--- config.mk ---
export PLATFORM = sky130hd
export DESIGN_NAME = msix_message_generator
export DESIGN_NICKNAME = d
export VERILOG_FILES = /design/src/rtl/msix_message_generator.sv
export SDC_FILE = /design/constraint.sdc
export NUM_CORES = 1
export LEC_CHECK = 0
export CORE_ASPECT_RATIO = 0.6
export CORE_MARGIN = 3
export CORE_UTILIZATION = 30
export CTS_BUF_LIST = sky130_fd_sc_hd__clkbuf_16
export DETAILED_ROUTE_END_ITERATION = 10
export PLACE_DENSITY = 0.6
export SKIP_CTS_REPAIR_TIMING = 1
export SYNTH_ARGS = -nofsm -noshare
export SYNTH_HDL_FRONTEND = slang
export SYNTH_SLANG_ARGS = --single-unit
--- constraint.sdc ---
create_clock -name clk -period 3.9 [get_ports clk]
set_clock_uncertainty 0.15 [all_clocks]
set_input_delay 0.39 -clock clk [delete_from_list [all_inputs] [get_ports clk]]
set_output_delay 0.39 -clock clk [all_outputs]
set_load 0.05 [all_outputs]
--- src/rtl/msix_message_generator.sv ---
// Purpose : MSI-X Pending Bit Array plus table-read / memory-write message sequencer.
// Latency : int_req -> pending after 1 cycle, tbl_rd_req after 2 cycles; message issued after tbl_rd_valid.
// Backpr. : the write is held stable with mwr_valid=1 until mwr_ready; requests keep accumulating in pending.
// Option  : define MSIX_FUNCTION_MASK_EN to let function_mask block eligibility (otherwise ignored).
module msix_message_generator #(
  parameter int NUM_VECTORS = 8,
  parameter int VEC_W       = $clog2(NUM_VECTORS)
) (
  input  logic                   clk,
  input  logic                   rst_n,
  input  logic                   msix_enable,
  input  logic                   function_mask,
  input  logic [NUM_VECTORS-1:0] int_req,
  input  logic [NUM_VECTORS-1:0] vec_mask,
  output logic                   tbl_rd_req,
  output logic [VEC_W-1:0]       tbl_rd_idx,
  input  logic                   tbl_rd_valid,
  input  logic [31:0]            tbl_addr_lo,
  input  logic [31:0]            tbl_addr_hi,
  input  logic [31:0]            tbl_data,
  output logic                   mwr_valid,
  input  logic                   mwr_ready,
  output logic [63:0]            mwr_addr,
  output logic [31:0]            mwr_data,
  output logic                   mwr_is_64,
  output logic [NUM_VECTORS-1:0] pending
);

  typedef enum logic [1:0] {IDLE, TBL_RD, SEND} state_t;

  state_t                 state;
  logic                   fmask_gate;
  logic                   enabled;
  logic [NUM_VECTORS-1:0] eligible;
  logic                   any_eligible;
  logic [VEC_W-1:0]       lowest_idx;
  logic                   accept;
  logic [NUM_VECTORS-1:0] clr_vec;
  logic                   abort_rd;
  logic                   unused_bits;

`ifdef MSIX_FUNCTION_MASK_EN
  assign fmask_gate  = function_mask;
  assign unused_bits = ^tbl_addr_lo[1:0];
`else
  assign fmask_gate  = 1'b0;
  assign unused_bits = ^{function_mask, tbl_addr_lo[1:0]};
`endif

  assign enabled      = msix_enable & ~fmask_gate;
  assign eligible     = enabled ? (pending & ~vec_mask) : '0;
  assign any_eligible = |eligible;

  // Message write completes on the handshake; only then is the selected pending bit retired.
  assign accept  = mwr_valid & mwr_ready;
  assign clr_vec = accept ? ({{(NUM_VECTORS-1){1'b0}}, 1'b1} << tbl_rd_idx) : '0;

  // A table read in flight is abandoned if its vector or the whole function stops being eligible.
  assign abort_rd = vec_mask[tbl_rd_idx] | ~enabled;

  // Fixed priority: lowest eligible index wins (scan from the top so the lowest one overwrites).
  always_comb begin
    lowest_idx = '0;
    for (int i = NUM_VECTORS - 1; i >= 0; i--) begin
      if (eligible[i]) lowest_idx = i[VEC_W-1:0];
    end
  end

  // Pending Bit Array: new requests are OR-ed in after the clear so a coincident request survives.
  always_ff @(posedge clk or negedge rst_n) begin
    if (!rst_n) begin
      pending <= '0;
    end else begin
      pending <= (pending & ~clr_vec) | (msix_enable ? int_req : '0);
    end
  end

  // Control FSM: pick a vector, fetch its table entry, then hold the write until it is accepted.
  always_ff @(posedge clk or negedge rst_n) begin
    if (!rst_n) begin
      state      <= IDLE;
      tbl_rd_req <= 1'b0;
      tbl_rd_idx <= '0;
      mwr_valid  <= 1'b0;
      mwr_addr   <= '0;
      mwr_data   <= '0;
      mwr_is_64  <= 1'b0;
    end else begin
      case (state)
        IDLE: begin
          if (any_eligible) begin
            tbl_rd_idx <= lowest_idx;
            tbl_rd_req <= 1'b1;
            state      <= TBL_RD;
          end
        end
        TBL_RD: begin
          if (abort_rd) begin
            // Read data arriving in the same cycle is dropped; pending stays set for a later retry.
            tbl_rd_req <= 1'b0;
            state      <= IDLE;
          end else if (tbl_rd_valid) begin
            tbl_rd_req <= 1'b0;
            mwr_valid  <= 1'b1;
            mwr_addr   <= {tbl_addr_hi, tbl_addr_lo[31:2], 2'b00};
            mwr_data   <= tbl_data;
            mwr_is_64  <= |tbl_addr_hi;
            state      <= SEND;
          end
        end
        SEND: begin
          // No abort path here: once committed the message always completes.
          if (mwr_ready) begin
            mwr_valid <= 1'b0;
            state     <= IDLE;
          end
        end
        default: begin
          tbl_rd_req <= 1'b0;
          mwr_valid  <= 1'b0;
          state      <= IDLE;
        end
      endcase
    end
  end

endmodule
==> results of run 1 <==
## cells in the final DEF, fill, tap and decap left out, types with 3 or more instances in the layout
master	Yosys	layout
buf_4	2	5
nand2_1	25	25
clkdlybuf4s50_1	0	221
inv_1	3	3
clkbuf_16	0	9
o21ai_0	10	10
dfrtp_1	110	110
nand2b_1	3	3
clkinv_4	0	3
nor4_1	8	8
o41ai_1	3	3
a21oi_1	4	4
nor2_1	7	7
nor2b_1	10	10
mux2_4	16	16
mux2_2	79	79
## cells by family after synthesis
| logic type | count (synthesis) | share of synthesized area, % |
|---|---|---|
| flops | 110 | 60.7 |
| mux | 98 | 25.6 |
| simple gates | 62 | 6.76 |
| compound gates | 27 | 4.25 |
| buf+inv | 19 | 2.62 |
| other cells | 1 | 0.0827 |
## flip-flops by register name, summed over array words and instances (netlist names)
name and cells:
tbl_rd_req 1, tbl_rd_idx 3, mwr_is_64 1, mwr_addr 62
mwr_data 32, pending 8, mwr_valid 1, state 2
## routing by layer
metal | track usage [%] | vias up | wire, um
met2 | 25.0 | 142 | 5860
met5 | 0 | - | 0
met4 | 4.51 | 0 | 189
met3 | 6.82 | 11 | 1330
met1 | 19.4 | 1693 | 5630
li1 | - | 1565 | -
## how the worst min path moves through the flow
| stage | from | end | slack (ns) |
|---|---|---|---|
| finish | rst_n | pending[1] | 0.02 |
| floorplan | rst_n | mwr_addr[10] | -0.06 |
| global route | rst_n | pending[1] | 0.1 |
| detailed placement | mwr_is_64 | mwr_is_64 | 0.33 |
| CTS | rst_n | pending[1] | 0.05 |
| global placement | mwr_is_64 | mwr_is_64 | 0.32 |
## Yosys cell counts
master,count,area (um^2)
conb_1,1,3.75
o21ai_0,10,50.1
nand2b_1,3,18.8
o41a_1,1,11.3
mux2_1,1,11.3
nor2b_1,10,62.6
o22ai_2,1,12.5
inv_1,3,11.3
clkbuf_1,2,7.51
mux2i_1,2,20.0
nand3b_1,1,7.51
nor4_1,8,50.1
o311ai_0,1,8.76
a22o_1,1,8.76
a21boi_0,1,7.51
or2_2,1,6.26
nand2_1,25,93.8
o31ai_1,2,15.0
mux2_4,16,240
o2111ai_2,1,15.0
buf_4,2,15.0
nor2_1,7,26.3
buf_6,4,45.0
nand3_1,2,10.0
nand4_1,2,12.5
o41ai_1,3,26.3
dfrtp_1,110,2750
mux2_2,79,890
o32a_1,1,10.0
buf_2,8,40.0
o21bai_1,1,7.51
nor3_1,2,10.0
a21oi_1,4,20.0
nand4b_1,1,8.76
## stage by stage
stage	utilization (%)	area, um^2	total power, uW	setup WS [ns]
2_1_floorplan	-	4540	4710	1.49
3_3_place_gp	47.4	6940	6140	1.09
3_5_place_dp	47.4	6940	6210	1.01
4_1_cts	49.3	7220	7100	1.27
5_1_grt	49.3	7220	7350	1.13
6_report	49.3	7220	7030	1.28
## area by class of cell
cell class                 instances  area (um^2)
inverter                           3         11.3
timing repair buffer             226         2250
clock buffer                       9          225
clock inverter                     7         50.0
tap                              198          248
multi-input combinational        189         1680
sequential                       110         2750
fill                            1290         7420
## power by group
group	switching, uW	leakage (uW)	internal [uW]
Clock	431	0.000131	435
Combinational	2570	0.00158	1550
Sequential	355	0.00131	1690
==> summary.md, run 1 <==
| Metric | Value |
|---|---|
| Status | `finished, final reports clean` |
| CTS Buffer Depth | `2` |
| 1st-iter DRT viols | `about 130` |
| Row count | `34` |
| CP required | `3.98 ns` |
| Inst Count DP | `a little over 700` |
| Pwr dens | `roughly 970 nW/um^2` |
| Total track usage | `15.6%` |
| Worst reg2reg path depth | `5` |
| Worst Setup Start Kind | `flop` |
| Tmin final | `2.62 ns` |
| Drt first pass iters | `4` |
| Initial Utilization | `31.0%` |
| Final setup vio count | `0` |
| Stages on worst setup path | `5` |
| Max-slew violations | `0` |
| Core Area | `14600 um^2` |
| TritonCTS clock tree | `done` |
| Clk sink count | `110` |
| Slew margin rel. | `40.3%` |
| Drt total wl | `13000 um` |
| Critical Setup Path Class | `flop to flop` |
| Skew-Pair Late Insertion Delay | `around 0.34 ns` |
| Setup TNS | `0 ns` |
| Initial antenna violation count | `0` |
| DR WL/cell | `17.5 um` |
| Post-route DRC | `0` |
| Final hold slack | `about 0.021 ns` |
| CTS buffer count | `9` |
| R2R Path End | `mwr_data[21]` |
| Critical-path top delay cell | `dfrtp_1` |
| Seq cells post-synth | `110` |
| R2r startpoint | `tbl_rd_idx[0]` |
| Die height | `about 100 um` |
| Die area | `16700 um^2` |
| PortBufs | `around 220` |
| Register area share after synthesis | `approximately 61%` |
| Syn. warnings | `0` |
| Final Hold Fails | `0` |
| Die W | `165 um` |
| First-pass GRT wire length | `20300 um` |
| # diodes | `0` |
| Via count | `about 3400` |
| Leak | `0.00302 uW` |
| Worst Path Buf+Inv | `1` |
| Mapped Avg Cell Area | `14.3 um^2` |
| Post-Layout Cell Count | `742` |
| Slew of the pin with the lowest slew margin | `0.895 ns` |
| Synthesis-to-finish area growth | `59.1%` |
| Worst path top cell family by delay | `flip-flops` |
| Post-Synthesis Cells | `317` |
| Post-synth cell types | `34` |
| Number of I/O pins | `228` |
| Worst path max stage delay | `0.64 ns` |
| Worst Path Arrival | `~2.7 ns` |
| Vias in the first global route | `3736` |
| CP Launch Point | `tbl_rd_idx[0]` |
| Peak VDD IR | `547 uV` |
| Critical path endpoint category | `flop` |
| Grt ovf | `0` |
| DP HPWL | `9950 um` |
| Final worst-path cycle share | `67.3%` |
| Post-Syn Area | `4540 um^2` |
| Reg clk slew, reported paths | `0.07 ns` |
| Reg2Reg Setup Slack | `1.28 ns` |
| Crit-path max FO | `55` |
| Layout net count | `657` |
| Worst path cell trace | `mux2i_1 > a22o_1 > o2111ai_4 > buf_4 > mux2_2` |
| Worst hold path type | `input port to async pin` |
| Via-to-Cell Ratio | `4.60` |
| Clk root buf | `clkbuf_16` |
| Proportion of layout cells with a drive suffix above 1 | `between 20 and 25%` |
| H-tree Lvls | `3` |
| Final Wtd Congestion | `0.786` |
| Crit path to | `mwr_data[21]` |
| Pin count of the biggest net entering global routing | `70` |
| Max-Cap Viols | `0` |
| RSZ-0062 raised after global routing | `no` |
| FMAX | `381 MHz` |
| Post-DRT Antenna Nets | `0` |
Note: power is estimated with default switching activity, not from simulation.
==> run 2: changes to the inputs <==
--- a/config.mk
+++ b/config.mk
@@ -10,7 +10,7 @@
 export CORE_UTILIZATION = 30
 export CTS_BUF_LIST = sky130_fd_sc_hd__clkbuf_16
 export DETAILED_ROUTE_END_ITERATION = 10
-export PLACE_DENSITY = 0.6
+export PLACE_DENSITY = 0.62
 export SKIP_CTS_REPAIR_TIMING = 1
 export SYNTH_ARGS = -nofsm -noshare
 export SYNTH_HDL_FRONTEND = slang
==> constraint.sdc (replaced) <==
create_clock -name clk -period 2.3 [get_ports clk]
set_clock_uncertainty 0.15 [all_clocks]
set_input_delay 0.23 -clock clk [delete_from_list [all_inputs] [get_ports clk]]
set_output_delay 0.23 -clock clk [all_outputs]
set_load 0.05 [all_outputs]
==> summary.md, run 2 (synthesis results as in run 1) <==
| Metric | Value |
|---|---|
| Status | `finished, final reports clean` |
| Reg2Reg Setup Slack | `0.13 ns (-1.15 ns)` |
| Die W | `165 um (unchanged)` |
| Hold EP | `pending[3]` |
| Initial antenna violation count | `0 (unchanged)` |
| Finished Cell Area | `7420 um^2 (+2.8%)` |
| Grt ovf | `0 (unchanged)` |
| 1st-iter DRT viols | `127 (-5.2%)` |
| Number of flip-flops in the largest register | `62 (unchanged)` |
| Worst hold path type | `input port to flop` |
| Placement Cell Area | `7120 um^2 (+2.6%)` |
| Worst Path Arrival | `2.24 ns (-0.46 ns)` |
| Fill count | `1292 (+0.16%)` |
| CP required | `2.37 ns (-1.61 ns)` |
| Row count | `34 (unchanged)` |
| First-pass GRT wire length | `19500 um (-3.7%)` |
| Top Registers | `mwr_addr: 62 flops, mwr_data: 32 flops, pending: 8 flops` |
| Setup TNS | `0 ns (unchanged)` |
| Slew margin rel. | `60.4% (+20 points)` |
| Core Area | `14600 um^2 (unchanged)` |
| Clk sink count | `110 (unchanged)` |
| Worst reg2reg path depth | `6 (+1)` |
| TritonCTS clock tree | `done` |
| FMAX | `461 MHz (+21%)` |
| DP HPWL | `9890 um (-0.62%)` |
| Final Wtd Congestion | `0.792 (+0.75%)` |
| RSZ-0062 raised after global routing | `no` |
| Post-Route Utilization | `50.7% (+1.4 points)` |
| Post-DRT Antenna Nets | `0 (unchanged)` |
| Peak VDD IR | `813 uV (+49%)` |
| Commonest non-fill, non-tap cells in the layout | `221 x clkdlybuf4s50_1, 108 x dfrtp_1, 79 x mux2_2` |
| Sw Share | `46.8% (-0.94 points)` |
| Seq pwr share | `28.6% (-0.5 points)` |
| Leak | `0.00313 uW (+3.5%)` |
| Post-route DRC | `0 (unchanged)` |
| Proportion of layout cells with a drive suffix above 1 | `23.7% (+2.1 points)` |
| R2R Path End | `mwr_addr[62]` |
| Number of I/O pins | `228 (unchanged)` |
| Worst path cell trace | `mux2_2 > o22ai_2 > o2111ai_4 > buf_12 > buf_12 > mux2_1` |
| Layout net count | `672 (+2.3%)` |
| Sequential Area | `2760 um^2 (about the same)` |
| H-tree Lvls | `3 (unchanged)` |
| Worst path top cell family by delay | `multiplexers` |
| Die height | `101 um (unchanged)` |
| R2r startpoint | `tbl_rd_idx[0]` |
| Crit path top cell by count | `buf_12` |
| Commonest non-fill, non-tap cell in the layout | `clkdlybuf4s50_1` |
| P_int | `6410 uW (+75%)` |
| Total power | `12100 uW (+72%)` |
| Synthesis-to-finish area growth | `63.6%` |
| CTS buffer count | `9 (unchanged)` |
| Critical Setup Path Class | `flop to flop` |
| Clock share of power | `12.6% (+0.3 points)` |
| CTS Buffer Depth | `2 (unchanged)` |
| Footprint of the multi-input gates | `1680 um^2 (unchanged)` |
| Worst Path Buf+Inv | `2 (+1)` |
| Max-Cap Viols | `0 (unchanged)` |
| Pwr dens | `1630 nW/um^2 (+67%)` |
| Hold Path Stages | `3` |
| Crit-path max FO | `13 (-76%)` |
| Critical path endpoint category | `flop` |
| Final Hold Fails | `0 (unchanged)` |
| Total track usage | `15.1% (-0.57 points)` |
| Reg clk slew, reported paths | `0.07 ns (about the same)` |
| Post-Layout Cell Count | `756 (+1.9%)` |
| # diodes | `0 (unchanged)` |
| Largest Register | `mwr_addr` |
| Worst path max stage delay | `0.51 ns (-0.13 ns)` |
| Min-delay src | `int_req[3]` |
| Via count | `3393 (-0.53%)` |
| Drt total wl | `12700 um (-2.6%)` |
| Via-to-Cell Ratio | `4.49 (-2.4%)` |
| Tmin final | `2.17 ns (-0.454 ns)` |
| Final worst-path cycle share | `94.3% (+27 points)` |
| Inst Count DP | `740 (+1.9%)` |
| P_sw | `5650 uW (+68%)` |
| Max-slew violations | `0 (unchanged)` |
| Skew-Pair Late Insertion Delay | `0.34 ns (about the same)` |
| Final setup vio count | `0 (unchanged)` |
| Combinational power share | `58.8% (+0.2 points)` |
| DR WL/cell | `16.8 um (-4.4%)` |
| Drt first pass iters | `4 (unchanged)` |
| Initial Utilization | `31.0% (unchanged)` |
| Clk root buf | `clkbuf_16` |
| Pin count of the biggest net entering global routing | `44 (-37%)` |
| Die area | `16700 um^2 (unchanged)` |
| Worst Setup Start Kind | `flop` |
| PortBufs | `222 (unchanged)` |
| Slew of the pin with the lowest slew margin | `0.593 ns (-0.302 ns)` |
| Vias in the first global route | `3523 (-5.7%)` |
| Critical-path top delay cell | `dfrtp_2` |
[run 2: worst reg2reg max path, delay by kind of cell (launching register included)]
| family | cells | cell delay [ns] |
|---|---|---|
| buffers and inverters | 2 | 0.35 |
| muxes | 2 | 0.69 |
| AOI/OAI and AO/OA | 2 | 0.36 |
| DFF | 1 | 0.51 |
[run 2: metal layers]
layer / up-vias / routed length [um] / GRT usage, %
li1: 1593 / - / -
met1: 1641 / 5550 / 20.2
met2: 148 / 5500 / 22.5
met3: 11 / 1490 / 6.78
met4: 0 / 129 / 3.48
met5: - / 0 / 0
[run 2: how the worst max path moves through the flow]
stage             startpoint            to  slack (ns)  cells after the start
6_report       tbl_rd_idx[0]  mwr_addr[62]        0.13                      6
5_1_grt        tbl_rd_idx[0]  mwr_addr[55]        0.04                      6
4_1_cts        tbl_rd_idx[0]  mwr_data[25]         0.1                      6
3_5_place_dp     vec_mask[6]  mwr_addr[62]       -0.01                      7
3_3_place_gp     vec_mask[3]  mwr_data[24]        0.03                      7
2_1_floorplan  tbl_rd_idx[1]  mwr_addr[47]        0.02                      7
[run 2: power by group through the flow]
stage / Sequential (uW) / Combinational (uW) / Clock (uW)
after floorplan: 6580 / 1420 / 0
after global placement: 3410 / 7090 / 0
after detailed placement: 3470 / 7140 / 0
after CTS: 3460 / 7150 / 1600
after global routing: 3570 / 7380 / 1680
final: 3450 / 7090 / 1530
[run 2: stage by stage]
stage | setup slack, ns | hold WS, ns
floorplan | 0.0248 | -0.216
global placement | 0.0261 | 0.107
detailed placement | -0.0126 | 0.128
CTS | 0.0952 | -0.256
global route | 0.0421 | 0.284
finish | 0.130 | 0.279
[run 2: final cells by class]
| class | count | area share, % |
|---|---|---|
| clock buffers | 9 | 3.03 |
| clock inverters | 6 | 0.843 |
| inverters | 3 | 0.152 |
| multi-input cells | 189 | 22.6 |
| flip-flops and latches | 110 | 37.1 |
| well taps | 198 | 3.34 |
| repair buffers | 241 | 32.9 |
==> run 3: changes to the inputs <==
--- a/config.mk
+++ b/config.mk
@@ -5,12 +5,12 @@
 export SDC_FILE = /design/constraint.sdc
 export NUM_CORES = 1
 export LEC_CHECK = 0
-export CORE_ASPECT_RATIO = 0.6
+export CORE_ASPECT_RATIO = 0.8
 export CORE_MARGIN = 3
-export CORE_UTILIZATION = 30
+export CORE_UTILIZATION = 36
 export CTS_BUF_LIST = sky130_fd_sc_hd__clkbuf_16
 export DETAILED_ROUTE_END_ITERATION = 10
-export PLACE_DENSITY = 0.62
+export PLACE_DENSITY = 0.73
 export SKIP_CTS_REPAIR_TIMING = 1
 export SYNTH_ARGS = -nofsm -noshare
 export SYNTH_HDL_FRONTEND = slang
==> summary.md, run 3 (synthesis results as in run 1) <==
| Metric | Value |
|---|---|
| Die W | `131 um (-20%)` |
| Crit-path max FO | `22 (+9)` |
| Critical Setup Path Class | `flop to flop` |
| CTS Buffer Depth | `2 (unchanged)` |
| Proportion of layout cells with a drive suffix above 1 | `21.9% (-1.8 points)` |
| DP HPWL | `8780 um (-11%)` |
| Final worst-path cycle share | `94.9% (+0.55 points)` |
| Tmin final | `2.18 ns (+0.0127 ns)` |
| # diodes | `0 (unchanged)` |
| Final Hold Fails | `0 (unchanged)` |
| Total track usage | `16.5% (+1.5 points)` |
| Number of flip-flops in the largest register | `62 (unchanged)` |
| Die area | `14000 um^2 (-16%)` |
| Die height | `106 um (+5.1%)` |
| Final Wtd Congestion | `0.824 (+4.1%)` |
| Max-slew violations | `0 (unchanged)` |
| Leak | `0.00305 uW (-2.3%)` |
| Reg clk slew, reported paths | `0.07 ns (about the same)` |
| Top Registers | `mwr_addr: 62 flops, mwr_data: 32 flops, pending: 8 flops` |
| Row count | `36 (+5.9%)` |
| Initial antenna violation count | `0 (unchanged)` |
| Slew of the pin with the lowest slew margin | `0.555 ns (-0.0385 ns)` |
| Status | `finished, final reports clean` |
| Slew margin rel. | `63.0% (+2.6 points)` |
| Worst Setup Start Kind | `flop` |
| Fill count | `982 (-24%)` |
| Post-route DRC | `0 (unchanged)` |
| Max-Cap Viols | `0 (unchanged)` |
| Largest Register | `mwr_addr` |
| First-pass GRT wire length | `18500 um (-5.1%)` |
| Vias in the first global route | `3539 (+0.45%)` |
| Post-Layout Cell Count | `719 (-4.9%)` |
| TritonCTS clock tree | `done` |
| Initial Utilization | `37.0% (+6.0 points)` |
| Clk sink count | `110 (unchanged)` |
| Number of I/O pins | `228 (unchanged)` |
| 1st-iter DRT viols | `152 (+20%)` |
| Worst Path Arrival | `2.26 ns (+0.02 ns)` |
| Skew-Pair Late Insertion Delay | `0.34 ns (about the same)` |
| Commonest non-fill, non-tap cells in the layout | `221 x clkdlybuf4s50_1, 108 x dfrtp_1, 79 x mux2_2` |
| Via-to-Cell Ratio | `4.73 (+5.3%)` |
| Pin count of the biggest net entering global routing | `58 (+32%)` |
| Worst hold path type | `input port to async pin` |
| Drt first pass iters | `4 (unchanged)` |
| Final setup vio count | `0 (unchanged)` |
| CTS buffer count | `9 (unchanged)` |
| Drt total wl | `11600 um (-8.5%)` |
| Via count | `3398 (+0.15%)` |
| Post-DRT Antenna Nets | `0 (unchanged)` |
| Worst setup margin | `0.117 ns (-0.0127 ns)` |
| FMAX | `458 MHz (-0.58%)` |
| Pwr dens | `1630 nW/um^2 (+0.24%)` |
| Inst Count DP | `703 (-5.0%)` |
| H-tree Lvls | `3 (unchanged)` |
| Grt ovf | `0 (unchanged)` |
| DR WL/cell | `16.1 um (-3.8%)` |
| RSZ-0062 raised after global routing | `no` |
| Synthesis-to-finish area growth | `59.7%` |
| Commonest non-fill, non-tap cell in the layout | `clkdlybuf4s50_1` |
| CP required | `2.38 ns (about the same)` |
| Critical path endpoint category | `flop` |
| Layout net count | `662 (-1.5%)` |
| Core Area | `12300 um^2 (-16%)` |
| PortBufs | `222 (unchanged)` |
| Pre-CTS setup slack | `-0.0664 ns (-0.0538 ns)` |
| Peak VDD IR | `1090 uV (+34%)` |
| Clk root buf | `clkbuf_16` |
run 3: power by group:
group          switching, uW  internal (uW)
clock                    662            716
combinational           4330           2660
sequential               573           2870
total                   5570           6240
run 3: path summary, 6_finish.rpt:
check	startpoint	end	slack, ns	cells after the start
worst max-delay path	tbl_rd_idx[0]	mwr_data[23]	0.12	5
worst min-delay path	rst_n	pending[7]	0.27	2
worst max register to register	tbl_rd_idx[0]	mwr_data[23]	0.12	5
worst min register to register	mwr_is_64	mwr_is_64	0.34	2
max in group asynchronous	rst_n	mwr_data[25]	1.01	3
min in group clk	int_req[2]	pending[2]	0.27	3
run 3: cell type report:
class                      count  area, um^2  share of cell area, %
tap                          171         214                   2.95
multi-input combinational    189        1680                   23.2
timing repair buffer         231        2330                   32.1
clock inverter                 6        31.3                  0.432
clock buffer                   9         225                   3.11
sequential                   110        2760                   38.0
inverter                       3        11.3                  0.155
run 3: worst max-delay path: stages, from the launching register on:
cell and delay [ns]:
dfrtp_2 0.50, mux2i_1 0.15, a22o_1 0.26, o2111ai_4 0.28
buf_4 0.34, mux2_2 0.38
run 3: through the flow:
stage	total power (uW)	setup TNS, ns	utilization (%)	hold WS [ns]	cell area [um^2]
floorplan	8000	0	-	-0.216	4540
global placement	10400	-0.481	56.9	0.0998	6980
detailed placement	10500	-1.18	56.9	0.107	6980
CTS	11900	0	59.0	-0.271	7230
global route	12300	0	59.1	0.274	7240
finish	11800	0	59.1	0.270	7240
run 3: layer usage:
metal / global-route usage [%] / wire length, um
met3: 6.05 / 896
met2: 26.4 / 5530
met5: 0 / 0
met4: 4.57 / 138
met1: 21.4 / 5030
